==> src/rtl/montgomery_squarer_arbiter.sv <==
// Round-robin arbiter sharing one repeated-squaring Montgomery chain among NUM_REQ requesters:
// forwards the granted requester's base blocks, drops the chain's input echo, routes results back tagged.
module montgomery_squarer_arbiter #(
  parameter int REGISTER_SIZE     = 32,
  parameter int NUM_REQ           = 2,
  parameter int NUM_IN_BLOCKS     = 128,
  parameter int BLOCKS_PER_RESULT = 128,
  parameter int RESULTS_PER_JOB   = 2048,
  localparam int IDW = $clog2(NUM_REQ)
) (
  input  logic                             clk_in,
  input  logic                             rst_in,
  input  logic [NUM_REQ-1:0]               req_in,
  input  logic [NUM_REQ*REGISTER_SIZE-1:0] data_in,
  input  logic [NUM_REQ-1:0]               data_valid_in,
  output logic [NUM_REQ-1:0]               grant_out,
  output logic                             sq_rst_out,
  output logic [REGISTER_SIZE-1:0]         sq_data_out,
  output logic                             sq_valid_out,
  input  logic [REGISTER_SIZE-1:0]         sq_block_in,
  input  logic                             sq_valid_in,
  output logic [REGISTER_SIZE-1:0]         result_out,
  output logic                             result_valid_out,
  output logic [IDW-1:0]                   result_id_out,
  output logic [NUM_REQ-1:0]               done_out
);

  localparam int TOTAL = BLOCKS_PER_RESULT * RESULTS_PER_JOB;
  localparam int OUTW  = (TOTAL > 1) ? $clog2(TOTAL) : 1;
  localparam int INW   = $clog2(NUM_IN_BLOCKS + 1);

  typedef enum logic [1:0] {IDLE, LOAD, RUN, DONE} state_t;

  state_t              r_state, w_state_nxt;
  logic [IDW-1:0]      r_g, w_g_nxt, r_last, w_last_nxt, w_sel, w_idx;
  logic                w_sel_vld;
  logic [INW-1:0]      r_in_ctr, w_in_ctr_nxt;
  logic [OUTW-1:0]     r_out_ctr, w_out_ctr_nxt;
  logic [NUM_REQ-1:0]  r_grant, w_grant_nxt, r_done, w_done_nxt;
  logic                r_sq_rst, w_sq_rst_nxt;
  logic                w_req_g, w_fwd_vld, w_res_vld;
  logic [REGISTER_SIZE-1:0] w_data [NUM_REQ];

  for (genvar i = 0; i < NUM_REQ; i++) begin : g_slice
    assign w_data[i] = data_in[i*REGISTER_SIZE +: REGISTER_SIZE];
  end

  assign w_req_g   = req_in[r_g];
  assign w_fwd_vld = (r_state == LOAD) && data_valid_in[r_g];
  // Results are only routed while the owner still holds its request; the abort cycle drops them.
  assign w_res_vld = (r_state == RUN) && w_req_g && sq_valid_in;

  assign sq_valid_out     = w_fwd_vld;
  assign sq_data_out      = (r_state == LOAD) ? w_data[r_g] : '0;
  assign result_valid_out = w_res_vld;
  assign result_out       = w_res_vld ? sq_block_in : '0;
  assign result_id_out    = w_res_vld ? r_g : '0;
  assign grant_out        = r_grant;
  assign sq_rst_out       = r_sq_rst;
  assign done_out         = r_done;

  // Scan from last_grant+1 with wraparound; descending loop lets the nearest requester win.
  always_comb begin
    w_sel_vld = 1'b0;
    w_sel     = '0;
    w_idx     = '0;
    for (int k = NUM_REQ; k >= 1; k--) begin
      w_idx = IDW'((int'(r_last) + k) % NUM_REQ);
      if (req_in[w_idx]) begin
        w_sel_vld = 1'b1;
        w_sel     = w_idx;
      end
    end
  end

  always_comb begin
    w_state_nxt   = r_state;
    w_g_nxt       = r_g;
    w_last_nxt    = r_last;
    w_in_ctr_nxt  = r_in_ctr;
    w_out_ctr_nxt = r_out_ctr;
    w_grant_nxt   = r_grant;
    w_sq_rst_nxt  = 1'b0;
    w_done_nxt    = '0;
    if ((r_state == LOAD || r_state == RUN) && !w_req_g) begin
      w_state_nxt   = IDLE;
      w_grant_nxt   = '0;
      w_sq_rst_nxt  = 1'b1;
      w_last_nxt    = r_g;
      w_in_ctr_nxt  = '0;
      w_out_ctr_nxt = '0;
    end else begin
      case (r_state)
        IDLE: begin
          if (w_sel_vld) begin
            w_state_nxt        = LOAD;
            w_g_nxt            = w_sel;
            w_grant_nxt        = '0;
            w_grant_nxt[w_sel] = 1'b1;
            w_sq_rst_nxt       = 1'b1;
            w_in_ctr_nxt       = '0;
            w_out_ctr_nxt      = '0;
          end
        end
        LOAD: begin
          if (w_fwd_vld) begin
            if (r_in_ctr == INW'(NUM_IN_BLOCKS - 1)) begin
              w_state_nxt  = RUN;
              w_in_ctr_nxt = '0;
            end else begin
              w_in_ctr_nxt = r_in_ctr + 1'b1;
            end
          end
        end
        RUN: begin
          if (w_res_vld) begin
            if (r_out_ctr == OUTW'(TOTAL - 1)) begin
              w_state_nxt      = DONE;
              w_grant_nxt      = '0;
              w_done_nxt[r_g]  = 1'b1;
              w_sq_rst_nxt     = 1'b1;
              w_last_nxt       = r_g;
              w_out_ctr_nxt    = '0;
              w_in_ctr_nxt     = '0;
            end else begin
              w_out_ctr_nxt = r_out_ctr + 1'b1;
            end
          end
        end
        DONE: begin
          w_state_nxt = IDLE;
          w_grant_nxt = '0;
        end
        default: w_state_nxt = IDLE;
      endcase
    end
  end

  always_ff @(posedge clk_in or posedge rst_in) begin
    if (rst_in) begin
      r_state   <= IDLE;
      r_g       <= '0;
      r_last    <= IDW'(NUM_REQ - 1);
      r_in_ctr  <= '0;
      r_out_ctr <= '0;
      r_grant   <= '0;
      r_sq_rst  <= 1'b0;
      r_done    <= '0;
    end else begin
      r_state   <= w_state_nxt;
      r_g       <= w_g_nxt;
      r_last    <= w_last_nxt;
      r_in_ctr  <= w_in_ctr_nxt;
      r_out_ctr <= w_out_ctr_nxt;
      r_grant   <= w_grant_nxt;
      r_sq_rst  <= w_sq_rst_nxt;
      r_done    <= w_done_nxt;
    end
  end

endmodule

==> config.mk <==
export PLATFORM = sky130hd
export DESIGN_NAME = montgomery_squarer_arbiter
export DESIGN_NICKNAME = d
export VERILOG_FILES = /design/src/rtl/montgomery_squarer_arbiter.sv
export SDC_FILE = /design/constraint.sdc
export NUM_CORES = 1
export LEC_CHECK = 0
export CAP_MARGIN = 25
export CORE_MARGIN = 2
export CORE_UTILIZATION = 25
export DETAILED_ROUTE_END_ITERATION = 10
export SLEW_MARGIN = 20
export SYNTH_ARGS = -nofsm -noshare
export SYNTH_HDL_FRONTEND = slang
export SYNTH_SLANG_ARGS = --single-unit
==> constraint.sdc <==
create_clock -name clk_in -period 6.68 [get_ports clk_in]
set_input_delay 0.668 -clock clk_in [delete_from_list [all_inputs] [get_ports clk_in]]
set_output_delay 0.668 -clock clk_in [all_outputs]
set_load 0.02 [all_outputs]
==> results.md, run 1 <==
* F_max at 0.2961 GHz
* Layout cells sized above 1 at 0.06188
* Asr flop ratio synth at 1.000
* TNS Setup at 0 ns
* Setup WS post-layout at 3.303 ns
* CTS root buf: clkbuf_16
* Post-CTS Setup Bufs at 0
* Cells resized by post-CTS repair at 0
* Sinks on Clock Net at 35
* CTS Hold Buffers Added at 0
* Max VDD drop at 0.0002294 V
* Cells after Synth at 335
* Kind of critical path: in2out
* Clk_skew at 0.005109 ns
* Worst slew pin tran at 0.9654 ns
* Die H at 111.9 µm
* Post-Syn Area at 0.002912 mm²
* Top FF cell, synth: dfrtp_1
* Critical Path End Type: primary output
* Hpwl dp at 7606 µm
* Initial DRC Count at 147
* Cell with the most instances after synthesis: mux2i_1
* Post-synth EDFFs at 0
* DIE AREA at 0.01253 mm²
* Width of the die at 111.9 µm
* Area contributors post-synth: dfrtp_1, mux2i_1, nor2b_1
* Antenna violations before repair at 0
* Synth unique cells at 50
* Tot Pwr at 1.509 mW
* Global-route wire length before repair at 15490 µm
* CTS Buf Count at 5
* Syn nets at 446
* Syn. warnings at 0
* Arrival time at the worst endpoint at 2.71 ns
* Final max-slew violation count at 0
* WL per Instance at 15.23 µm
* H-tree Lvls at 2
* IO Port Bufs at 174
* Hold WC Path Type: reg2reg
* Initial Utilization at 0.2561
* Yosys top cell by area: dfrtp_1
* Grt ovf at 0
* Critical path peak fanout at 33
* Antenna cells at 0
* Final Hold Viols at 0
* Crit start category: primary input
* Max_cap viols at 0
* Worst slew margin at 0.3564
* DRT Pass-1 Iters at 4
* Final Critical Period at 3.377 ns
* Via count at 3091
* CTS tree: yes
* Detail Route Antenna Nets at 0
* Fin crit share at 0.5055
* Synth Area per Inst at 8.691 µm²
* Max clock buf depth at 2
* Pre-CTS setup slack at 3.284 ns
* Worst EP required at 6.01 ns
* Placed Cells at 636
* Seq/Total Area, Yosys at 0.3012
* Pleak at 2.001 nW
* Register bit total from synthesis at 35
* Clk_lat worst skew at 0.28 ns
* Gpl congestion at 0.7971
* Top cells by count, synth: mux2i_1, dfrtp_1, nor2b_1, and2_1, nand2_1
* Endpoints failing setup at 0
* Row count at 39
* Final #Nets at 612
* I/O pins at 175
* Drt via density at 4.800
* Worst-path clk slew at 0.05 ns
* DRC Markers at 0
* PwrDens at 307.8 mW/mm²
* Final wirelength at 9810 µm
* Core area at 0.01137 mm²
* Vias in the first global route at 2978
* Final Non-Filler Cells at 644
* GRT Overall Usage at 0.1503
* RSZ-0062 raised after global routing: false
* Status: completed
* Area Growth Syn to Fin at 68.37%
* Fill count at 1167
* Yosys top cell area share at 0.2922
* Largest net degree at the start of global routing at 40
* Hold_ws at 0.5057 ns
-- metal layers --
metal | routed length, µm | GRT usage | vias up
met5 | 0 | 0 | -
met4 | 97 | 0.02634 | 0
met3 | 637 | 0.03811 | 10
met2 | 4911 | 0.2642 | 102
met1 | 4164 | 0.1884 | 1448
li1 | - | - | 1531
-- kinds of logic after synthesis --
group           share of synthesized area
mux                                0.1470
fa+ha+maj                         0.03438
compound gates                     0.1388
buf+inv                           0.05457
simple gates                       0.3150
flops                              0.3012
xor+xnor                         0.009026
-- power by group --
part | leakage, nW | switching [mW] | total [mW] | internal [mW]
sequential | 0.473 | 0.0485 | 0.295 | 0.247
combinational | 1.46 | 0.527 | 0.983 | 0.456
clock | 0.0727 | 0.0848 | 0.230 | 0.145
-- path summary, 6_finish.rpt --
| check | from | end | slack (ns) | depth (start not counted) |
|---|---|---|---|---|
| worst max-delay path | req_in[1] | result_out[26] | 3.30 | 6 |
| worst min-delay path | r_in_ctr[7]$_DFFE_PP0P_ | r_in_ctr[7]$_DFFE_PP0P_ | 0.51 | 1 |
| worst max register to register | r_state[0]$_DFFE_PP0P_ | r_in_ctr[5]$_DFFE_PP0P_ | 3.73 | 7 |
| worst min register to register | r_in_ctr[7]$_DFFE_PP0P_ | r_in_ctr[7]$_DFFE_PP0P_ | 0.51 | 1 |
| max in group asynchronous | rst_in | r_last$_DFFE_PP1P_ | 5.54 | 3 |
| min in group asynchronous | rst_in | r_out_ctr[13]$_DFFE_PP0P_ | 0.80 | 3 |
-- per-stage QoR --
step	instance area (µm²)	util
after floorplan	2912	-
after CTS	4882	0.4294
after detailed placement	4738	0.4167
after global placement	4738	0.4167
after global routing	4902	0.4312
final	4902	0.4312
-- final cells by class --
| type | instances | area, µm² | area share |
|---|---|---|---|
| tap | 143 | 178.9 | 0.03650 |
| clock buffer | 6 | 138.9 | 0.02833 |
| inverter | 9 | 33.78 | 0.006891 |
| sequential | 35 | 878.3 | 0.1792 |
| timing repair buffer | 179 | 1792 | 0.3655 |
| clock inverter | 1 | 5.005 | 0.001021 |
| multi-input combinational | 271 | 1876 | 0.3826 |
-- registers in the layout, summed over array words and instances, names as in the netlist --
name / flops
grant_out: 2
r_g: 1
r_state: 2
r_out_ctr: 18
r_last: 1
done_out: 2
r_in_ctr: 8
sq_rst_out: 1
-- cells in the final DEF, fill, tap and decap left out, drive strengths merged, types with 9 or more instances in the layout --
master           n
nor2b           33
a21oi           16
clkdlybuf4s50  174
dfrtp           34
nor2            13
o21ai           13
nand2           24
mux2i           37
inv              9
nand3            9
o31ai           11
and2            33
-- critical path, stage by stage --
cell and delay [ns]:
clkdlybuf4s50_1 0.67, mux2i_4 0.14, nor2_1 0.17, buf_4 0.28, and2_1 0.17, clkdlybuf4s50_1 0.61
Note: power is estimated with default switching activity, not from simulation.
==> inputs of run 2 (changes only) <==
- clock period: 6.68 -> 3.2 ns (I/O delays scaled with it)
==> run 2 against run 1 <==
Against the previous run:
- critical path depth is 1 higher
- die area stayed put
- via count is 1.9% higher
- final area is 1.4% higher
- combinational power is 120% higher
- sequential cell count stayed put
- global-route usage is 0.48 points higher
- non-clock buffer count is 8 higher
- routed wire length is 2.6% higher
- clock power is 120% higher
- critical endpoint is now result_out[29]
- largest power group unchanged
==> results.md, run 2 (synthesis results as in run 1) <==
* WL per Instance at 15.41 µm
* Critical path peak fanout at 33
* Status: completed
* DRC Markers at 0
* Flop2flop setup slack at 0.57 ns
* Core area at 0.01137 mm²
* Worst-path clk slew at 0.06 ns
* H-tree Lvls at 2
* R2R Path Start: r_state[1]$_DFFE_PP0P_
* Worst slew pin tran at 0.9493 ns
* Gpl congestion at 0.7958
* Reg2reg end: r_in_ctr[6]$_DFFE_PP0P_
* Vias in the first global route at 3038
* Hold_ws at 0.3477 ns
* RSZ-0062 raised after global routing: false
* Max clock buf depth at 2
* Critical path buffer and inverter count at 3
* Worst setup path start: r_state[0]$_DFFE_PP0P_
* Max incr delay on CP at 0.62 ns
* IO Port Bufs at 174
* Width of the die at 111.9 µm
* Fin crit share at 0.9140
* Endpoints failing setup at 0
* FF-to-FF path depth at 7
* Antenna violations before repair at 0
* Crit start category: flip-flop
* Regs by FF count: r_out_ctr: 18 flops, r_in_ctr: 8 flops
* Critical Path End Type: primary output
* Cells along the critical path: inv_1 > ha_1 > nand2_1 > nor2_1 > buf_4 > and2_1 > clkdlybuf4s50_1
* DRT Pass-1 Iters at 4
* Post-DP Area at 0.004813 mm²
* Commonest non-fill, non-tap cell in the layout: clkdlybuf4s50_1
* CTS Hold Buffers Added at 0
* Worst slew margin at 0.3672
* Max_cap viols at 0
* Top delay family on crit path: buffers and inverters
* Die H at 111.9 µm
* Finished layout cell area at 0.004970 mm²
* Most frequent cells in the layout: clkdlybuf4s50_1, mux2i_1, nor2b_1, dfrtp_1, and2_1
* Final Critical Period at 2.925 ns
* Drt via density at 4.825
* Final #Nets at 620
* Initial DRC Count at 106
* Row count at 39
* Via count at 3151
* Sinks on Clock Net at 35
* Final max-slew violation count at 0
* Kind of critical path: reg2out
* Area Growth Syn to Fin at 70.69%
* TNS Setup at 0 ns
* PwrDens at 648.8 mW/mm²
* Max VDD drop at 0.0003097 V
* Hpwl dp at 8017 µm
* CTS root buf: clkbuf_16
* DIE AREA at 0.01253 mm²
* Antenna cells at 0
* Clk_skew at 0.004437 ns
* Cells resized by post-CTS repair at 0
* Layout cells sized above 1 at 0.07647
* Hold WC Path Type: in2async
* Detail Route Antenna Nets at 0
* CP endpoint: result_out[29]
* CTS tree: yes
* GRT Overall Usage at 0.1551
* Max reg flops at 18
* Fill count at 1146
* Worst path slowest cell: clkdlybuf4s50_1
* Grt ovf at 0
* Largest net degree at the start of global routing at 36
* I/O pins at 175
* Number of cells on the critical path at 7
* Final Hold Viols at 0
* Arrival time at the worst endpoint at 2.60 ns
* Largest Register: r_out_ctr
* Final wirelength at 10060 µm
* Global-route wire length before repair at 16030 µm
* Worst EP required at 2.88 ns
* F_max at 0.3419 GHz
* Clk_lat worst skew at 0.28 ns
* Pleak at 2.043 nW
* Post-CTS Setup Bufs at 0
* CTS Buf Count at 5
* Initial Utilization at 0.2561
[run 2: area by class of cell]
| cell class | count | area (µm²) | share of cell area |
|---|---|---|---|
| clock buffers | 8 | 156.4 | 0.03147 |
| inverters | 9 | 33.78 | 0.006798 |
| multi-input cells | 271 | 1876 | 0.3774 |
| flip-flops and latches | 35 | 878.3 | 0.1767 |
| well taps | 143 | 178.9 | 0.03600 |
| repair buffers | 187 | 1847 | 0.3716 |
[run 2: routing by layer]
layer / global-route usage / wire length (µm)
met1: 0.1948 / 4359
met2: 0.2695 / 4950
met3: 0.04083 / 654
met4: 0.03045 / 98
met5: 0 / 0
[run 2: how the worst min path moves through the flow]
| stage | startpoint | end | cells past startpoint |
|---|---|---|---|
| 2_1_floorplan | req_in[0] | r_g$_DFFE_PP0P_ | 1 |
| 3_3_place_gp | r_in_ctr[7]$_DFFE_PP0P_ | r_in_ctr[7]$_DFFE_PP0P_ | 1 |
| 3_5_place_dp | r_in_ctr[7]$_DFFE_PP0P_ | r_in_ctr[7]$_DFFE_PP0P_ | 1 |
| 4_1_cts | rst_in | grant_out[0]$_DFFE_PP0P_ | 2 |
| 5_1_grt | rst_in | grant_out[0]$_DFFE_PP0P_ | 2 |
| 6_report | rst_in | grant_out[1]$_DFFE_PP0P_ | 2 |
[run 2: worst register-to-register path, delay by kind of cell, from the launching register on]
| family | cells | cell delay [ns] |
|---|---|---|
| compound gates | 1 | 0.37 |
| fa+ha+maj | 1 | 0.42 |
| buf+inv | 1 | 0.12 |
| flops | 1 | 0.42 |
| mux | 1 | 0.15 |
| simple gates | 3 | 1.05 |
[run 2: where the power goes]
part	switching (mW)	internal (mW)	total, mW
Clock	0.178	0.331	0.509
Sequential	0.0706	0.517	0.587
Combinational	1.13	0.996	2.13
Total	1.38	1.84	3.22
[run 2: per-stage QoR]
stage                     std cells  utilization  total power, mW  setup WS (ns)
after floorplan                 335            -            1.983         0.6441
after global placement          644       0.4220            2.703         0.4388
after detailed placement        645       0.4234            2.741         0.3544
after CTS                       653       0.4371            3.262         0.2814
after global routing            653       0.4371            3.457        0.05248
final                           653       0.4371            3.224         0.2751
==> inputs of run 3 (changes only) <==
- CTS_CLUSTER_SIZE: not set -> 30
- GPL_ROUTABILITY_DRIVEN: not set -> 0
==> results of run 3 <==
Same layout as run 2: the final DEF is identical, and so are final timing and power.
